**config.mk**
```make
export PLATFORM = sky130hd
export DESIGN_NAME = csa_add_sched_flat
export DESIGN_NICKNAME = d
export VERILOG_FILES = /design/src/rtl/csa_sched_pkg.sv /design/src/rtl/csa_add_sched_if.sv /design/src/rtl/csa_slice.sv /design/src/rtl/csa_add_sched.sv /design/src/flat_wrapper.sv
export SDC_FILE = /design/constraint.sdc
export NUM_CORES = 1
export LEC_CHECK = 0
export BUFFER_PORTS_ARGS = -buffer_cell sky130_fd_sc_hd__buf_4
export CORE_MARGIN = 3
export CORE_UTILIZATION = 25
export CTS_CLUSTER_SIZE = 10
export DETAILED_ROUTE_END_ITERATION = 6
export MAX_ROUTING_LAYER = met4
export PLACE_DENSITY = 0.54
export SLEW_MARGIN = 25
export SYNTH_ARGS = -nofsm -noshare
export SYNTH_HDL_FRONTEND = slang
export SYNTH_SLANG_ARGS = --single-unit
```
**constraint.sdc**
```tcl
create_clock -name clk -period 7.3 [get_ports clk]
set_input_delay 0.365 -clock clk [delete_from_list [all_inputs] [get_ports clk]]
set_output_delay 0.365 -clock clk [all_outputs]
set_load 0.01 [all_outputs]
```
**src/rtl/csa_sched_pkg.sv**
```systemverilog
// Shared types and defaults for the two-requester time-shared carry-skip adder.
// Holds the scheduler state encoding and the default operand/slice widths.
package csa_sched_pkg;

    localparam int WIDTH_DEF = 32;
    localparam int SLICE_DEF = 16;

    typedef enum logic [1:0] {
        IDLE = 2'd0,
        LO   = 2'd1,
        HI   = 2'd2,
        DONE = 2'd3
    } state_e;

    // Skip-group size inside the slice: 4-bit groups when they tile evenly, else plain ripple.
    function automatic int skip_block(input int slice);
        return ((slice % 4) == 0) ? 4 : 1;
    endfunction

endpackage

```
**src/rtl/csa_add_sched_if.sv**
```systemverilog
// Request/result bundle between two requesters, one consumer and the shared adder.
// master = requesters/consumer side, slave = adder scheduler side.
interface csa_add_sched_if #(
    parameter int WIDTH = 32
);
    logic             req0_valid;
    logic             req0_ready;
    logic [WIDTH-1:0] req0_a;
    logic [WIDTH-1:0] req0_b;
    logic             req0_cin;

    logic             req1_valid;
    logic             req1_ready;
    logic [WIDTH-1:0] req1_a;
    logic [WIDTH-1:0] req1_b;
    logic             req1_cin;

    logic             res_valid;
    logic             res_ready;
    logic [WIDTH-1:0] res_sum;
    logic             res_cout;
    logic             res_id;

    modport master (
        output req0_valid, req0_a, req0_b, req0_cin,
        input  req0_ready,
        output req1_valid, req1_a, req1_b, req1_cin,
        input  req1_ready,
        input  res_valid, res_sum, res_cout, res_id,
        output res_ready
    );

    modport slave (
        input  req0_valid, req0_a, req0_b, req0_cin,
        output req0_ready,
        input  req1_valid, req1_a, req1_b, req1_cin,
        output req1_ready,
        output res_valid, res_sum, res_cout, res_id,
        input  res_ready
    );

endinterface

```
**src/rtl/csa_slice.sv**
```systemverilog
// SLICE-bit carry-skip adder: ripple full adders in BLOCK-bit groups, each group
// bypasses its incoming carry to the next group when every bit propagates.
module csa_slice #(
    parameter int SLICE = 16,
    parameter int BLOCK = 4
) (
    input  logic [SLICE-1:0] a_i,
    input  logic [SLICE-1:0] b_i,
    input  logic             cin_i,
    output logic [SLICE-1:0] sum_o,
    output logic             cout_o
);

    localparam int NBLK = SLICE / BLOCK;

    logic [SLICE-1:0] prop;
    logic [SLICE-1:0] gen;
    logic             carry;
    logic             blk_cin;
    logic             blk_p;
    logic             rip;

    for (genvar gi = 0; gi < SLICE; gi++) begin : g_pg
        assign prop[gi] = a_i[gi] ^ b_i[gi];
        assign gen[gi]  = a_i[gi] & b_i[gi];
    end

    always_comb begin
        sum_o   = '0;
        carry   = cin_i;
        blk_cin = 1'b0;
        blk_p   = 1'b0;
        rip     = 1'b0;
        for (int blk = 0; blk < NBLK; blk++) begin
            blk_cin = carry;
            rip     = carry;
            blk_p   = 1'b1;
            for (int k = 0; k < BLOCK; k++) begin
                sum_o[blk*BLOCK + k] = prop[blk*BLOCK + k] ^ rip;
                rip   = gen[blk*BLOCK + k] | (prop[blk*BLOCK + k] & rip);
                blk_p = blk_p & prop[blk*BLOCK + k];
            end
            // Full-propagate group: the group carry-out equals its carry-in.
            carry = blk_p ? blk_cin : rip;
        end
        cout_o = carry;
    end

endmodule

```
**src/rtl/csa_add_sched.sv**
```systemverilog
// Two-requester WIDTH-bit adder built from one SLICE-bit carry-skip slice used twice
// (low half, then high half), with round-robin arbitration and a held result.
module csa_add_sched
    import csa_sched_pkg::*;
#(
    parameter int WIDTH = WIDTH_DEF,
    parameter int SLICE = SLICE_DEF
) (
    input  logic clk,
    input  logic rst_n,
    csa_add_sched_if.slave sched_if
);

    localparam int BLOCK = skip_block(SLICE);

    state_e           state_q;
    logic [WIDTH-1:0] a_q;
    logic [WIDTH-1:0] b_q;
    logic             cin_q;
    logic             id_q;
    logic             last_q;
    logic             carry_q;
    logic [SLICE-1:0] lo_q;
    logic [SLICE-1:0] hi_q;
    logic             cout_q;
    logic             res_valid_q;

    logic             grant0_d;
    logic             grant1_d;
    logic             hs_d;
    logic [SLICE-1:0] slice_a_d;
    logic [SLICE-1:0] slice_b_d;
    logic             slice_cin_d;
    logic [SLICE-1:0] slice_sum;
    logic             slice_cout;

    // last_q holds the previously granted index; on a tie the other requester wins.
    always_comb begin
        grant0_d = 1'b0;
        grant1_d = 1'b0;
        if (state_q == IDLE) begin
            if (sched_if.req0_valid && sched_if.req1_valid) begin
                grant0_d = last_q;
                grant1_d = ~last_q;
            end else begin
                grant0_d = sched_if.req0_valid;
                grant1_d = sched_if.req1_valid;
            end
        end
    end

    assign hs_d                = grant0_d | grant1_d;
    assign sched_if.req0_ready = grant0_d;
    assign sched_if.req1_ready = grant1_d;

    always_comb begin
        slice_a_d   = a_q[SLICE-1:0];
        slice_b_d   = b_q[SLICE-1:0];
        slice_cin_d = cin_q;
        if (state_q == HI) begin
            slice_a_d   = a_q[WIDTH-1:SLICE];
            slice_b_d   = b_q[WIDTH-1:SLICE];
            slice_cin_d = carry_q;
        end
    end

    csa_slice #(
        .SLICE (SLICE),
        .BLOCK (BLOCK)
    ) u_slice (
        .a_i    (slice_a_d),
        .b_i    (slice_b_d),
        .cin_i  (slice_cin_d),
        .sum_o  (slice_sum),
        .cout_o (slice_cout)
    );

    always_ff @(posedge clk or negedge rst_n) begin
        if (!rst_n) begin
            state_q     <= IDLE;
            a_q         <= '0;
            b_q         <= '0;
            cin_q       <= 1'b0;
            id_q        <= 1'b0;
            last_q      <= 1'b1;
            carry_q     <= 1'b0;
            lo_q        <= '0;
            hi_q        <= '0;
            cout_q      <= 1'b0;
            res_valid_q <= 1'b0;
        end else begin
            case (state_q)
                IDLE: begin
                    if (hs_d) begin
                        a_q     <= grant1_d ? sched_if.req1_a   : sched_if.req0_a;
                        b_q     <= grant1_d ? sched_if.req1_b   : sched_if.req0_b;
                        cin_q   <= grant1_d ? sched_if.req1_cin : sched_if.req0_cin;
                        id_q    <= grant1_d;
                        last_q  <= grant1_d;
                        state_q <= LO;
                    end
                end
                LO: begin
                    lo_q    <= slice_sum;
                    carry_q <= slice_cout;
                    state_q <= HI;
                end
                HI: begin
                    hi_q        <= slice_sum;
                    cout_q      <= slice_cout;
                    res_valid_q <= 1'b1;
                    state_q     <= DONE;
                end
                DONE: begin
                    if (sched_if.res_ready) begin
                        res_valid_q <= 1'b0;
                        state_q     <= IDLE;
                    end
                end
                default: begin
                    res_valid_q <= 1'b0;
                    state_q     <= IDLE;
                end
            endcase
        end
    end

    assign sched_if.res_valid = res_valid_q;
    assign sched_if.res_sum   = {hi_q, lo_q};
    assign sched_if.res_cout  = cout_q;
    assign sched_if.res_id    = id_q;

endmodule

```
**src/flat_wrapper.sv**
```systemverilog
// flat-port wrapper written by rule: the top's interface ports become plain ports
module csa_add_sched_flat import csa_sched_pkg::*;
#(
    parameter int WIDTH = WIDTH_DEF,
    parameter int SLICE = SLICE_DEF
)
  (clk, rst_n, sched_if_req0_valid, sched_if_req0_a, sched_if_req0_b, sched_if_req0_cin, sched_if_req0_ready, sched_if_req1_valid, sched_if_req1_a, sched_if_req1_b, sched_if_req1_cin, sched_if_req1_ready, sched_if_res_valid, sched_if_res_sum, sched_if_res_cout, sched_if_res_id, sched_if_res_ready);
  csa_add_sched_if #(.WIDTH(WIDTH)) sched_if_i ();
  input  logic clk;
  input  logic rst_n;
  input wire logic [$bits(sched_if_i.req0_valid)-1:0] sched_if_req0_valid;
  input wire logic [$bits(sched_if_i.req0_a)-1:0] sched_if_req0_a;
  input wire logic [$bits(sched_if_i.req0_b)-1:0] sched_if_req0_b;
  input wire logic [$bits(sched_if_i.req0_cin)-1:0] sched_if_req0_cin;
  output wire logic [$bits(sched_if_i.req0_ready)-1:0] sched_if_req0_ready;
  input wire logic [$bits(sched_if_i.req1_valid)-1:0] sched_if_req1_valid;
  input wire logic [$bits(sched_if_i.req1_a)-1:0] sched_if_req1_a;
  input wire logic [$bits(sched_if_i.req1_b)-1:0] sched_if_req1_b;
  input wire logic [$bits(sched_if_i.req1_cin)-1:0] sched_if_req1_cin;
  output wire logic [$bits(sched_if_i.req1_ready)-1:0] sched_if_req1_ready;
  output wire logic [$bits(sched_if_i.res_valid)-1:0] sched_if_res_valid;
  output wire logic [$bits(sched_if_i.res_sum)-1:0] sched_if_res_sum;
  output wire logic [$bits(sched_if_i.res_cout)-1:0] sched_if_res_cout;
  output wire logic [$bits(sched_if_i.res_id)-1:0] sched_if_res_id;
  input wire logic [$bits(sched_if_i.res_ready)-1:0] sched_if_res_ready;
  assign sched_if_i.req0_valid = sched_if_req0_valid;
  assign sched_if_i.req0_a = sched_if_req0_a;
  assign sched_if_i.req0_b = sched_if_req0_b;
  assign sched_if_i.req0_cin = sched_if_req0_cin;
  assign sched_if_req0_ready = sched_if_i.req0_ready;
  assign sched_if_i.req1_valid = sched_if_req1_valid;
  assign sched_if_i.req1_a = sched_if_req1_a;
  assign sched_if_i.req1_b = sched_if_req1_b;
  assign sched_if_i.req1_cin = sched_if_req1_cin;
  assign sched_if_req1_ready = sched_if_i.req1_ready;
  assign sched_if_res_valid = sched_if_i.res_valid;
  assign sched_if_res_sum = sched_if_i.res_sum;
  assign sched_if_res_cout = sched_if_i.res_cout;
  assign sched_if_res_id = sched_if_i.res_id;
  assign sched_if_i.res_ready = sched_if_res_ready;
  csa_add_sched #(.WIDTH(WIDTH), .SLICE(SLICE)) u_core (.clk(clk), .rst_n(rst_n), .sched_if(sched_if_i));
endmodule
```
== Word-level counts from Yosys, hierarchy flattened ==
Cells that the tools add are included.
Word-level totals
  bits in registers: 104
  bits of input ports: 135
  output and inout port bits: 37
Cells by class
  eq/ne operators: 5
  multiplexer cells: 19
  bitwise gates (word level): 94
  reduce and logical (&&, ||, !) cells: 6
Operators with widths (number)
  32-bit 2-to-1 mux: 2
  1-bit AND: 44
  16-bit 2-to-1 mux: 2
  1-bit bitwise XOR: 32
  1-bit OR: 17
  1-bit 2-to-1 mux: 11
  2-bit one-hot mux with 4 select lines: 1
  2-bit AND reduction: 3
  2-bit equality test (second input constant): 2
  2-bit 2-to-1 mux: 2
  2-bit by 1-bit equality test with 1-bit output (second input constant): 1
  2-bit zero test: 1
  2-bit by 1-bit != test with 1-bit output (second input constant): 1
  2-bit != test (second input constant): 1
  1-bit one-hot mux with 2 select lines: 1
  2-bit nonzero test: 1
  1-bit logical AND: 1
  1-bit inverter: 1

== Logic depth before layout (Yosys ltp) ==
Gate-level depths: netlist of run 1.
  depth after elaboration: 39
  depth in mapped cells: 31
  mapped depth without buffers: 30

== Cells and area by module ==
A second synthesis of run 1 with hierarchy kept.
Second synthesis, totals
  cell total of the unflattened synthesis: 408
  area, all modules: 5434.0 um2
By module, submodules not included
  csa_add_sched: instances 1, cells each 353, area each 4790.8 um2
  csa_slice: instances 1, cells each 55, area each 643.1 um2

== Least setup slack after synthesis of run 1 ==
Ideal clock, no wire load.
  path type: register to register
  start point: register u_core.state_q[0]
  end point: register u_core.hi_q[15]
  arrival time: 7805 ps
  required time: 7175 ps
  slack: -629 ps
  cell stages (with the launch flop): 31
  period minus slack after synthesis: 7929 ps
  cells stage by stage: dfrtp_1 -> inv_1 -> ha_1 -> buf_4 -> buf_2 -> mux2_2 -> fa_1 -> fa_1 -> fa_1 -> inv_1 -> fa_1 -> mux2i_1 -> inv_1 -> fa_1 -> fa_1 -> fa_1 -> fa_1 -> nand2_1 -> o21ai_0 -> fa_1 -> fa_1 -> fa_1 -> fa_1 -> nand2_1 -> o221ai_2 -> fa_1 -> fa_1 -> fa_1 -> inv_1 -> fa_1 -> mux2_2
On the way
  word-level cells in the longest chain between the ends: 37
  elaborated cells between the ends (all ways): 78
RTL lines
  start, declared: RTL line csa_add_sched.sv:16  | state_e state_q;
  start signal, assigned: RTL line csa_add_sched.sv:80  | state_q <= IDLE;
  start signal, assigned: RTL line csa_add_sched.sv:100  | state_q <= LO;
  start signal, assigned: RTL line csa_add_sched.sv:106  | state_q <= HI;
  2-bit equality test (*): RTL line csa_add_sched.sv:60  | if (state_q == HI) begin
  16-bit 2-to-1 mux: RTL line csa_add_sched.sv:60
  1-bit bitwise XOR: RTL line csa_slice.sv:24  | assign prop[gi] = a_i[gi] ^ b_i[gi];
  1-bit AND: RTL line csa_slice.sv:40  | rip = gen[blk*BLOCK + k] | (prop[blk*BLOCK + k] & rip);
  1-bit OR: RTL line csa_slice.sv:40
  1-bit AND: RTL line csa_slice.sv:40
  1-bit OR: RTL line csa_slice.sv:40
  1-bit AND: RTL line csa_slice.sv:40
  [22 not listed]
  1-bit AND: RTL line csa_slice.sv:40
  1-bit OR: RTL line csa_slice.sv:40
  1-bit AND: RTL line csa_slice.sv:40
  1-bit OR: RTL line csa_slice.sv:40
  1-bit AND: RTL line csa_slice.sv:40
  1-bit OR: RTL line csa_slice.sv:40
  1-bit bitwise XOR (*): RTL line csa_slice.sv:39  | sum_o[blk*BLOCK + k] = prop[blk*BLOCK + k] ^ rip;
  via u_core.slice_sum[15]: RTL line csa_add_sched.sv:34  | logic [SLICE-1:0] slice_sum;
  end signal, assigned: RTL line csa_add_sched.sv:109  | hi_q <= slice_sum;
  end, declared: RTL line csa_add_sched.sv:24  | logic [SLICE-1:0] hi_q;
Mark *: on every way through the listed nets, which the timed path passes. The rest lies on a longest branch.
A chain may end at the register's enable or synchronous reset.

== Final worst setup path of run 1 ==
  start point: register u_core.state_q[0]
  end point: register u_core.lo_q[15]
On the way
  word-level cells in the longest chain between the ends: 37
  elaborated cells between the ends (all ways): 79
RTL lines
  2-bit equality test (*): RTL line csa_add_sched.sv:60
  16-bit 2-to-1 mux: RTL line csa_add_sched.sv:60
  1-bit bitwise XOR: RTL line csa_slice.sv:24
  1-bit AND: RTL line csa_slice.sv:40
  1-bit OR: RTL line csa_slice.sv:40
  1-bit AND: RTL line csa_slice.sv:40
  1-bit OR: RTL line csa_slice.sv:40
  1-bit AND: RTL line csa_slice.sv:40
  [22 not listed]
  1-bit AND: RTL line csa_slice.sv:40
  1-bit OR: RTL line csa_slice.sv:40
  1-bit AND: RTL line csa_slice.sv:40
  1-bit OR: RTL line csa_slice.sv:40
  1-bit AND: RTL line csa_slice.sv:40
  1-bit OR: RTL line csa_slice.sv:40
  1-bit bitwise XOR (*): RTL line csa_slice.sv:39
  via u_core.slice_sum[15]: RTL line csa_add_sched.sv:34
  end signal, assigned: RTL line csa_add_sched.sv:104  | lo_q <= slice_sum;
  end, declared: RTL line csa_add_sched.sv:23  | logic [SLICE-1:0] lo_q;
Marked as above.

==> flow_summary.json, run 1 <==
{
  "status": "complete, but fails checks",
  "violations": "design-rule violations",
  "hold_violations": 0,
  "dieArea_um2": 23300,
  "finalSetupViolCount": 0,
  "diodes": 0,
  "cts_max_level": 3,
  "row_count": 53,
  "seqPwrFrac_pct": 29.1,
  "dr.pass1.iters": 7,
  "num-fill-cells": 2125,
  "layout_min_cycle_time_ns": 7.171,
  "cpMostUsedCell": "fa_2",
  "grtUsageTotal_pct": 14.02,
  "critPathBufInv": 4,
  "worstReg2RegEnd": "u_core.lo_q[15]",
  "netlist-cell-type-count": 27,
  "grt_pass1_vias": 4376,
  "grt_max_degree": 55,
  "worstReg2RegStart": "u_core.state_q[0]",
  "postSynthAreaPerCell_um2": 11.82,
  "cts_tree": "done",
  "antenna_found_initial": 0,
  "clock-skew-final_ns": 0.008259,
  "drt_iter0_markers": 436,
  "start_kind": "flip-flop",
  "ys_warn_count": 0,
  "wl_per_cell_um": 17.51,
  "power_mw": 3.682,
  "hold_path_class": "in -> async",
  "core_um2": 21090,
  "seq_area_frac_synth_pct": 48.43,
  "yosys.cell_count.top_type": "inv_1",
  "end_kind": "flip-flop",
  "synth.largest_area_cell": "dfrtp_1",
  "period_share_pct": 98.23,
  "synth_top_cell_area_share_pct": 47.94,
  "report.final.slew_viol_count": 0,
  "multiInputGateArea_um2": 2216,
  "clkPwrFrac_pct": 14.2,
  "synthTopCellsByCount": "121 x inv_1, 103 x dfrtp_1, 65 x a222oi_1, 38 x mux2i_1, 28 x mux2_2",
  "netlist_top_cells_area": "dfrtp_1 48%, a222oi_1 12%, inv_1 8.4%",
  "cts_root_buffer": "clkbuf_16",
  "syn2layout_area_growth_pct": 36.93,
  "maxSlewHeadroom_pct": 39.06,
  "syn_nets": 626,
  "postCtsHoldBufs": 0,
  "die_y_um": 152.6,
  "slowest_stage": "fa_1",
  "start_util_pct": 25.50,
  "clock.fmax_mhz": 139.5,
  "dieWidth_um": 152.6,
  "clock-sinks": 104,
  "intPower_mw": 2.217,
  "async_flop_share_pct": 100.0,
  "wl_um": 15860,
  "switching_share_pct": 39.79,
  "synth_edf_count": 0,
  "ys_seq_elements": 104,
  "required_ns": 7.53,
  "synthFlopType": "dfrtp_1",
  "cp.arrival_ns": 7.40,
  "io_pins": 172,
  "place_congestion": 0.8167,
  "clock_tree.buffer_depth": 2,
  "regArea_um2": 2604,
  "io_buffers": 171,
  "finalNonFillerCells": 906,
  "drc_errors": 10,
  "synthCells": 455,
  "grt.overflow.total": 0,
  "viasPerCell": 4.575,
  "vdd_drop_max_uv": 135.0,
  "worstSkewPairLatency_ns": 0.35,
  "num_vias": 4145,
  "p_leak_nw": 3.784,
  "fin_nets": 797,
  "clk_pin_slew_ns": 0.07,
  "criticalPathCategory": "reg -> reg",
  "p_per_area_nw_per_um2": 500.2,
  "ant_nets": 0,
  "grt_pass1_wl_um": 24900,
  "worst_slew_pin_slew_ns": 0.9120,
  "switchingPower_mw": 1.465,
  "power.share.combinational_pct": 56.7,
  "syn_area_um2": 5376,
  "cp_max_fo": 6,
  "dp_cells": 886,
  "cap_viol_max_count": 0,
  "regToRegSetupSlack_ns": 0.13,
  "drive_gt1_share_pct": 41.05,
  "reg2reg_depth": 28,
  "rsz0062_at_grt": "yes",
  "place_hpwl_um": 12140,
  "critPathMaxStageDelay_ns": 0.42,
  "cts_made_buffers": 9,
  "whs_ns": 0.04119,
  "path_delay_family": "adder cells"
}
per-layer routing:
metal,wire length (µm),global-route usage [%],vias to the layer above,part of all wire (%)
met5,0,-,-,0
met4,298,4.709,0,1.9
met3,1173,2.982,17,7.4
met2,6990,20.25,162,44
met1,7399,19.60,2019,47
li1,-,-,1947,-
power by group through the flow:
stage / Sequential [mW] / Combinational [mW] / Clock (mW)
CTS: 1.07 / 2.14 / 0.550
global placement: 1.07 / 2.04 / 0
floorplan: 1.05 / 1.36 / 0
finish: 1.07 / 2.09 / 0.524
global route: 1.11 / 2.37 / 0.572
detailed placement: 1.08 / 2.11 / 0
state kept, by name (all words and copies together) (netlist names):
| signal | flops |
|---|---|
| u_core.lo_q | 16 |
| u_core.hi_q | 16 |
| u_core.state_q | 2 |
| u_core.a_q | 32 |
| u_core.b_q | 32 |
| u_core.sched_if.res_valid | 1 |
| u_core.cin_q | 1 |
| u_core.sched_if.res_cout | 1 |
| u_core.sched_if.res_id | 1 |
| u_core.carry_q | 1 |
| u_core.last_q | 1 |
metrics by stage:
step           setup slack, ns  utilization (%)  cell area, µm²  TNS (ns)
2_1_floorplan         -0.02701                -            5450  -0.05401
3_3_place_gp           0.04086            33.23            7007         0
3_5_place_dp           -0.1164            33.23            7007   -0.2299
4_1_cts                0.01169            34.91            7362         0
5_1_grt                -0.1677            34.91            7362   -0.3246
6_report                0.1291            34.91            7362         0
what timing repair did:
action                     in CTS  in global routing
pin swaps                       6                  1
resized for setup               1                  1
gates cloned                    0                  0
buffers inserted                4                  0
setup endpoints to repair       2                  2
how the worst max path moves through the flow:
| stage | to | slack, ns | depth (start not counted) | startpoint |
|---|---|---|---|---|
| after floorplan | u_core.lo_q[15] | -0.03 | 30 | u_core.state_q[0] |
| after global placement | u_core.lo_q[15] | 0.04 | 29 | u_core.state_q[0] |
| after detailed placement | u_core.lo_q[15] | -0.12 | 29 | u_core.state_q[0] |
| after CTS | u_core.lo_q[15] | 0.01 | 28 | u_core.state_q[0] |
| after global routing | u_core.lo_q[15] | -0.17 | 29 | u_core.state_q[0] |
| final | u_core.lo_q[15] | 0.13 | 28 | u_core.state_q[0] |
cells by family after synthesis:
logic type / Yosys count / share of synthesized area, %
compound gates: 79 / 13.96
fa+ha+maj: 36 / 10.61
buf+inv: 150 / 12.15
flops: 104 / 48.43
mux: 66 / 12.94
simple gates: 20 / 1.909
layout make-up:
type	instances	area share, %
repair buffers	189	19.27
flip-flops and latches	104	35.37
inverters	121	6.169
multi-input cells	201	30.10
clock inverters	3	0.8838
clock buffers	13	3.535
well taps	275	4.674
placed cells by master (no fill, tap or decap), drive strengths merged, types with 2 or more instances in the layout:
master,Yosys,final
nand2,8,8
ha,20,20
buf,27,189
nand4,4,4
mux2,28,28
mux2i,38,38
dfrtp,103,103
nor2b,3,3
nor2,3,3
a222oi,65,65
bufinv,0,2
o21ai,6,6
clkbuf,2,13
fa,16,16
inv,121,121
a31oi,2,2
a21oi,3,3
worst register-to-register path, delay by kind of cell (launching register included):
kind	cells	cell delay [ns]
AOI/OAI and AO/OA	2	0.18
adders and majority gates	17	5.44
buffers and inverters	4	0.26
DFF	1	0.38
muxes	3	0.64
and+or+nand+nor	2	0.18
No activity file was read; power rests on OpenSTA's default activity.
==> inputs of run 2 (changes only) <==
--- a/config.mk
+++ b/config.mk
@@ -15,4 +15,5 @@
 export SLEW_MARGIN = 25
 export SYNTH_ARGS = -nofsm -noshare
 export SYNTH_HDL_FRONTEND = slang
+export SYNTH_HIERARCHICAL = 1
 export SYNTH_SLANG_ARGS = --single-unit
==> flow_summary.json, run 2 <==
{
  "place_hpwl_um": 12590,
  "drive_gt1_share_pct": 52.14,
  "cp-startpoint": "u_core/state_q[0]",
  "grtUsageTotal_pct": 14.56,
  "maxSlewHeadroom_pct": 47.29,
  "required_ns": 7.59,
  "diodes": 0,
  "syn2layout_area_growth_pct": 36.38,
  "wl_per_cell_um": 19.17,
  "row_count": 53,
  "dieArea_um2": 23540,
  "end_kind": "flip-flop",
  "final_cell_mix": "190 x buf_4, 103 x dfrtp_1, 65 x a221o_1, 61 x mux2_2, 47 x and2_1",
  "drc_errors": 0,
  "yosys.cell_count.top_type": "dfrtp_1",
  "largestRegisters": "u_core/a_q (32), u_core/b_q (32)",
  "netlist_top_cells_area": "dfrtp_1 47%, mux2_2 14%, a221o_1 12%",
  "hold_violations": 0,
  "clock_tree.buffer_depth": 2,
  "drt_iter0_markers": 162,
  "status": "complete, but fails checks",
  "synthTopCellsByCount": "103 x dfrtp_1, 68 x mux2_2, 65 x a221o_1, 47 x and2_1, 20 x ha_1",
  "dpl_cell_area_um2": 7037,
  "slowest_stage": "fa_1",
  "rsz0062_at_grt": "yes",
  "syn_nets": 579,
  "grt_max_degree": 63,
  "cts_root_buffer": "clkbuf_16",
  "synthCells": 408,
  "clk_pin_slew_ns": 0.07,
  "fin_area_um2": 7411,
  "worst_slew_pin_slew_ns": 0.7889,
  "clock-sinks": 104,
  "clock.fmax_mhz": 132.5,
  "ys_seq_elements": 104,
  "cts_tree": "done",
  "io_pins": 172,
  "async_flop_share_pct": 100.0,
  "io_buffers": 171,
  "ys_warn_count": 6,
  "num-fill-cells": 2135,
  "antenna_found_initial": 0,
  "synthFlopType": "dfrtp_1",
  "dieWidth_um": 153.4,
  "netlist-cell-type-count": 27,
  "cts_made_buffers": 9,
  "cp.arrival_ns": 7.83,
  "finalSetupViolCount": 4,
  "violations": "negative setup slack",
  "start_kind": "flip-flop",
  "finalWorstSetupSlack_ns": -0.2467,
  "layout_commonest_cell": "buf_4",
  "grt_pass1_wl_um": 25760,
  "synth_top_cell_area_share_pct": 47.43,
  "grt_pass1_vias": 4404,
  "cap_viol_max_count": 0,
  "place_congestion": 0.7790,
  "start_util_pct": 25.61,
  "clock-skew-final_ns": 0.01166,
  "cpMostUsedCell": "fa_2",
  "layout_min_cycle_time_ns": 7.547,
  "dr.pass1.iters": 4,
  "whs_ns": 0.003290,
  "fin_nets": 751,
  "cp_max_fo": 6,
  "synth_edf_count": 0,
  "seq_area_frac_synth_pct": 47.92,
  "p_per_area_nw_per_um2": 504.7,
  "hold_path_class": "in -> async",
  "worstReg2RegStart": "u_core/state_q[0]",
  "critPathMaxStageDelay_ns": 0.41,
  "cts_max_level": 3,
  "wl_um": 16490,
  "period_share_pct": 103.4,
  "ant_nets": 0,
  "worstSkewPairLatency_ns": 0.35,
  "vdd_drop_max_uv": 140.1,
  "postSynthAreaPerCell_um2": 13.32,
  "grt.overflow.total": 0,
  "viasPerCell": 4.577,
  "report.final.slew_viol_count": 0,
  "syn_area_um2": 5434,
  "num_vias": 3936,
  "die_y_um": 153.4,
  "p_leak_nw": 3.413,
  "criticalPathCategory": "reg -> reg",
  "synth.largest_area_cell": "dfrtp_1",
  "core_um2": 21220
}
## run 2: through the flow
| step | std cells | power, mW | utilization [%] | TNS, ns | setup WS, ns |
|---|---|---|---|---|---|
| 2_1_floorplan | 408 | 2.435 | - | -0.7141 | -0.2017 |
| 3_3_place_gp | 839 | 3.167 | 33.15 | -0.6841 | -0.1882 |
| 3_5_place_dp | 839 | 3.215 | 33.16 | -1.435 | -0.3391 |
| 4_1_cts | 857 | 3.758 | 34.70 | -0.9053 | -0.2449 |
| 5_1_grt | 860 | 4.060 | 34.92 | -1.856 | -0.4210 |
| 6_report | 860 | 3.740 | 34.92 | -0.9249 | -0.2467 |
## run 2: routing by layer
metal  track usage [%]  vias up  wire [µm]
met3             4.162       13       1081
met5                 -        -          0
met2             21.82      132       7529
met4             2.860        0        198
met1             19.88     1952       7680
li1                  -     1839          -
## run 2: path summary, 6_finish.rpt
path / end / slack, ns / cells after the start
worst max-delay path: u_core/lo_q[15] / -0.25 / 29
worst min-delay path: u_core/b_q[2] / 0.003 / 1
worst max register to register: u_core/lo_q[15] / -0.25 / 29
worst min register to register: u_core/hi_q[13] / 0.51 / 1
max in group asynchronous: u_core/b_q[17] / 6.09 / 2
min in group clk: u_core/sched_if.res_valid / 0.22 / 2
## run 2: what timing repair did
item / CTS / global route
gates resized for setup: 2 / 11
setup buffers: 2 / 3
pin swaps: 1 / 0
setup endpoints to repair: 6 / 6
hold buffers: 0 / 0
gates cloned: 0 / 0
## run 2: cell families (layout without fill, tap and decap cells)
family                     after synthesis  in the layout  synth area share, %
DFF                                    104            104                47.92
muxes                                   69             69                14.37
and+or+nand+nor                         80             80                8.750
AOI/OAI and AO/OA                       77             77                13.68
adders and majority gates               36             36                10.50
buffers and inverters                   42            219                4.790
## run 2: power breakdown
part / total [mW] / internal, mW / switching [mW]
Clock: 0.491 / 0.285 / 0.206
Sequential: 1.05 / 0.879 / 0.176
Combinational: 2.19 / 1.17 / 1.02
## run 2: layout make-up
| class | instances | area [µm²] | area share [%] |
|---|---|---|---|
| Clock buffer | 14 | 264.0 | 3.562 |
| Clock inverter | 2 | 37.54 | 0.5065 |
| Inverter | 13 | 51.30 | 0.6922 |
| Multi-Input combinational cell | 262 | 2684 | 36.21 |
| Sequential cell | 104 | 2604 | 35.13 |
| Tap cell | 275 | 344.1 | 4.643 |
| Timing Repair Buffer | 190 | 1426 | 19.25 |
## run 2: worst max-delay path: cells and delay by family (launching register included)
family	cells	cell delay [ns]
adder cells (fa/ha/maj)	17	5.65
multiplexers	3	0.75
flip-flops	1	0.39
buffers and inverters	5	0.31
AND/OR/NAND/NOR	3	0.21
AO/OA/AOI/OAI	1	0.17
==> inputs of run 3 (changes only) <==
--- a/config.mk
+++ b/config.mk
@@ -11,7 +11,7 @@
 export CTS_CLUSTER_SIZE = 10
 export DETAILED_ROUTE_END_ITERATION = 6
 export MAX_ROUTING_LAYER = met4
-export PLACE_DENSITY = 0.54
+export PLACE_DENSITY = 0.44
 export SLEW_MARGIN = 25
 export SYNTH_ARGS = -nofsm -noshare
 export SYNTH_HDL_FRONTEND = slang
==> flow_summary.json, run 3 (synthesis gave the netlist of run 2 again) <==
{
  "status": "complete, but fails checks",
  "violations": "negative setup slack",
  "reg2reg_depth": 29,
  "antenna_found_initial": 0,
  "clk_pin_slew_ns": 0.08,
  "cap_viol_max_count": 0,
  "clock_tree.buffer_depth": 2,
  "num-fill-cells": 2164,
  "cp.arrival_ns": 7.81,
  "intPower_mw": 2.408,
  "seqPwrFrac_pct": 27.1,
  "dieArea_um2": 23540,
  "wl_per_cell_um": 19.24,
  "core_um2": 21220,
  "worstReg2RegEnd": "u_core/hi_q[15]",
  "finalSetupTns_ns": -0.8231,
  "p_leak_nw": 3.463,
  "end_kind": "flip-flop",
  "critPathMaxStageDelay_ns": 0.40,
  "dieWidth_um": 153.4,
  "met3_usage_pct": 2.860,
  "rsz0062_at_grt": "yes",
  "clock-skew-final_ns": 0.01394,
  "clock.fmax_mhz": 133.0,
  "pre_cts_ws_ns": -0.3382,
  "syn2layout_area_growth_pct": 38.02,
  "worstReg2RegStart": "u_core/state_q[0]",
  "slowest_stage": "fa_1",
  "grt_max_degree": 55,
  "cts_made_buffers": 9,
  "grt_pass1_vias": 4421,
  "start_util_pct": 25.61,
  "clkPwrFrac_pct": 12.0,
  "clock-sinks": 104,
  "grt.overflow.total": 0,
  "drive_gt1_share_pct": 53.65,
  "postCtsHoldBufs": 0,
  "worstSkewPairLatency_ns": 0.36,
  "period_share_pct": 103.0,
  "worst_slew_pin_slew_ns": 0.8697,
  "report.final.slew_viol_count": 0,
  "final_cell_mix": "207 x buf_4, 103 x dfrtp_1, 65 x a221o_1, 64 x mux2_2, 47 x and2_1",
  "dr.pass1.iters": 4,
  "fin_nets": 768,
  "use_met1_pct": 19.91,
  "power_mw": 3.864,
  "cpMostUsedCell": "fa_2",
  "required_ns": 7.59,
  "place_hpwl_um": 12570,
  "busiest_layer": "met2",
  "vdd_drop_max_uv": 193.6,
  "finalWorstSetupSlack_ns": -0.2209,
  "layout_min_cycle_time_ns": 7.521,
  "cp_max_fo": 7,
  "largestRegisters": "u_core/a_q (32), u_core/b_q (32)",
  "io_pins": 172,
  "ant_nets": 0,
  "io_buffers": 171,
  "diodes": 0,
  "finalSetupViolCount": 4,
  "cts_root_buffer": "clkbuf_16",
  "p_per_area_nw_per_um2": 515.3,
  "num_vias": 3930,
  "maxSlewHeadroom_pct": 41.89,
  "row_count": 53,
  "start_kind": "flip-flop",
  "grt_use_met2_pct": 22.70,
  "viasPerCell": 4.481,
  "grtUsageTotal_pct": 14.57,
  "die_y_um": 153.4,
  "criticalPathCategory": "reg -> reg",
  "wl_um": 16880,
  "drc_errors": 0,
  "hold_violations": 0,
  "cts_max_level": 3,
  "switching_share_pct": 37.68,
  "switchingPower_mw": 1.456,
  "layout_commonest_cell": "buf_4",
  "power.share.combinational_pct": 61.0,
  "drt_iter0_markers": 176,
  "cts_tree": "done",
  "grt_pass1_wl_um": 25970,
  "regToRegSetupSlack_ns": -0.22,
  "place_congestion": 0.7451,
  "hold_path_class": "in -> async"
}
run 3: routing by layer:
layer / wire length, µm / up-vias
met5: 0 / -
met4: 144 / 0
met3: 745 / 8
met2: 7877 / 106
met1: 8107 / 1941
li1: - / 1875
run 3: worst max-delay path by stage:
stage / startpoint / end / cells past startpoint
finish: u_core/state_q[0] / u_core/hi_q[15] / 29
global route: u_core/state_q[0] / u_core/lo_q[15] / 29
CTS: u_core/state_q[0] / u_core/hi_q[15] / 29
detailed placement: u_core/state_q[0] / u_core/hi_q[15] / 29
global placement: u_core/state_q[0] / u_core/lo_q[15] / 29
floorplan: u_core/state_q[0] / u_core/hi_q[15] / 31
run 3: critical path, delay by kind of cell, from the launching register on:
| kind | cells | cell delay (ns) |
|---|---|---|
| multiplexers | 3 | 0.73 |
| flip-flops | 1 | 0.39 |
| AO/OA/AOI/OAI | 1 | 0.19 |
| buffers and inverters | 5 | 0.31 |
| AND/OR/NAND/NOR | 3 | 0.22 |
| adder cells (fa/ha/maj) | 17 | 5.62 |
run 3: power groups by stage:
stage | logic (mW) | clock network (mW) | registers [mW]
after floorplan | 1.40 | 0 | 1.03
after global placement | 2.14 | 0 | 1.06
after detailed placement | 2.16 | 0 | 1.06
after CTS | 2.36 | 0.481 | 1.06
after global routing | 2.60 | 0.500 | 1.09
final | 2.36 | 0.462 | 1.05
run 3: layout make-up:
class | count | area [µm²] | area share (%)
clock buffer | 10 | 229.0 | 3.053
inverter | 13 | 48.80 | 0.6507
tap | 275 | 344.1 | 4.588
timing repair buffer | 207 | 1554 | 20.72
sequential | 104 | 2604 | 34.72
multi-input combinational | 262 | 2675 | 35.67
clock inverter | 6 | 45.04 | 0.6006
run 3: metrics by stage:
step	hold WS, ns	util (%)	cells	cell area, µm²
2_1_floorplan	0.06941	-	408	5519
3_3_place_gp	0.4352	33.18	840	7042
3_5_place_dp	0.4459	33.20	840	7044
4_1_cts	0.06058	35.15	873	7458
5_1_grt	0.07711	35.34	877	7500
6_report	0.02647	35.34	877	7500
run 3: timing repair:
item / CTS / global route
pin swaps: 1 / 0
setup buffers: 17 / 4
endpoints found under the setup margin: 6 / 6
resized for setup: 5 / 3
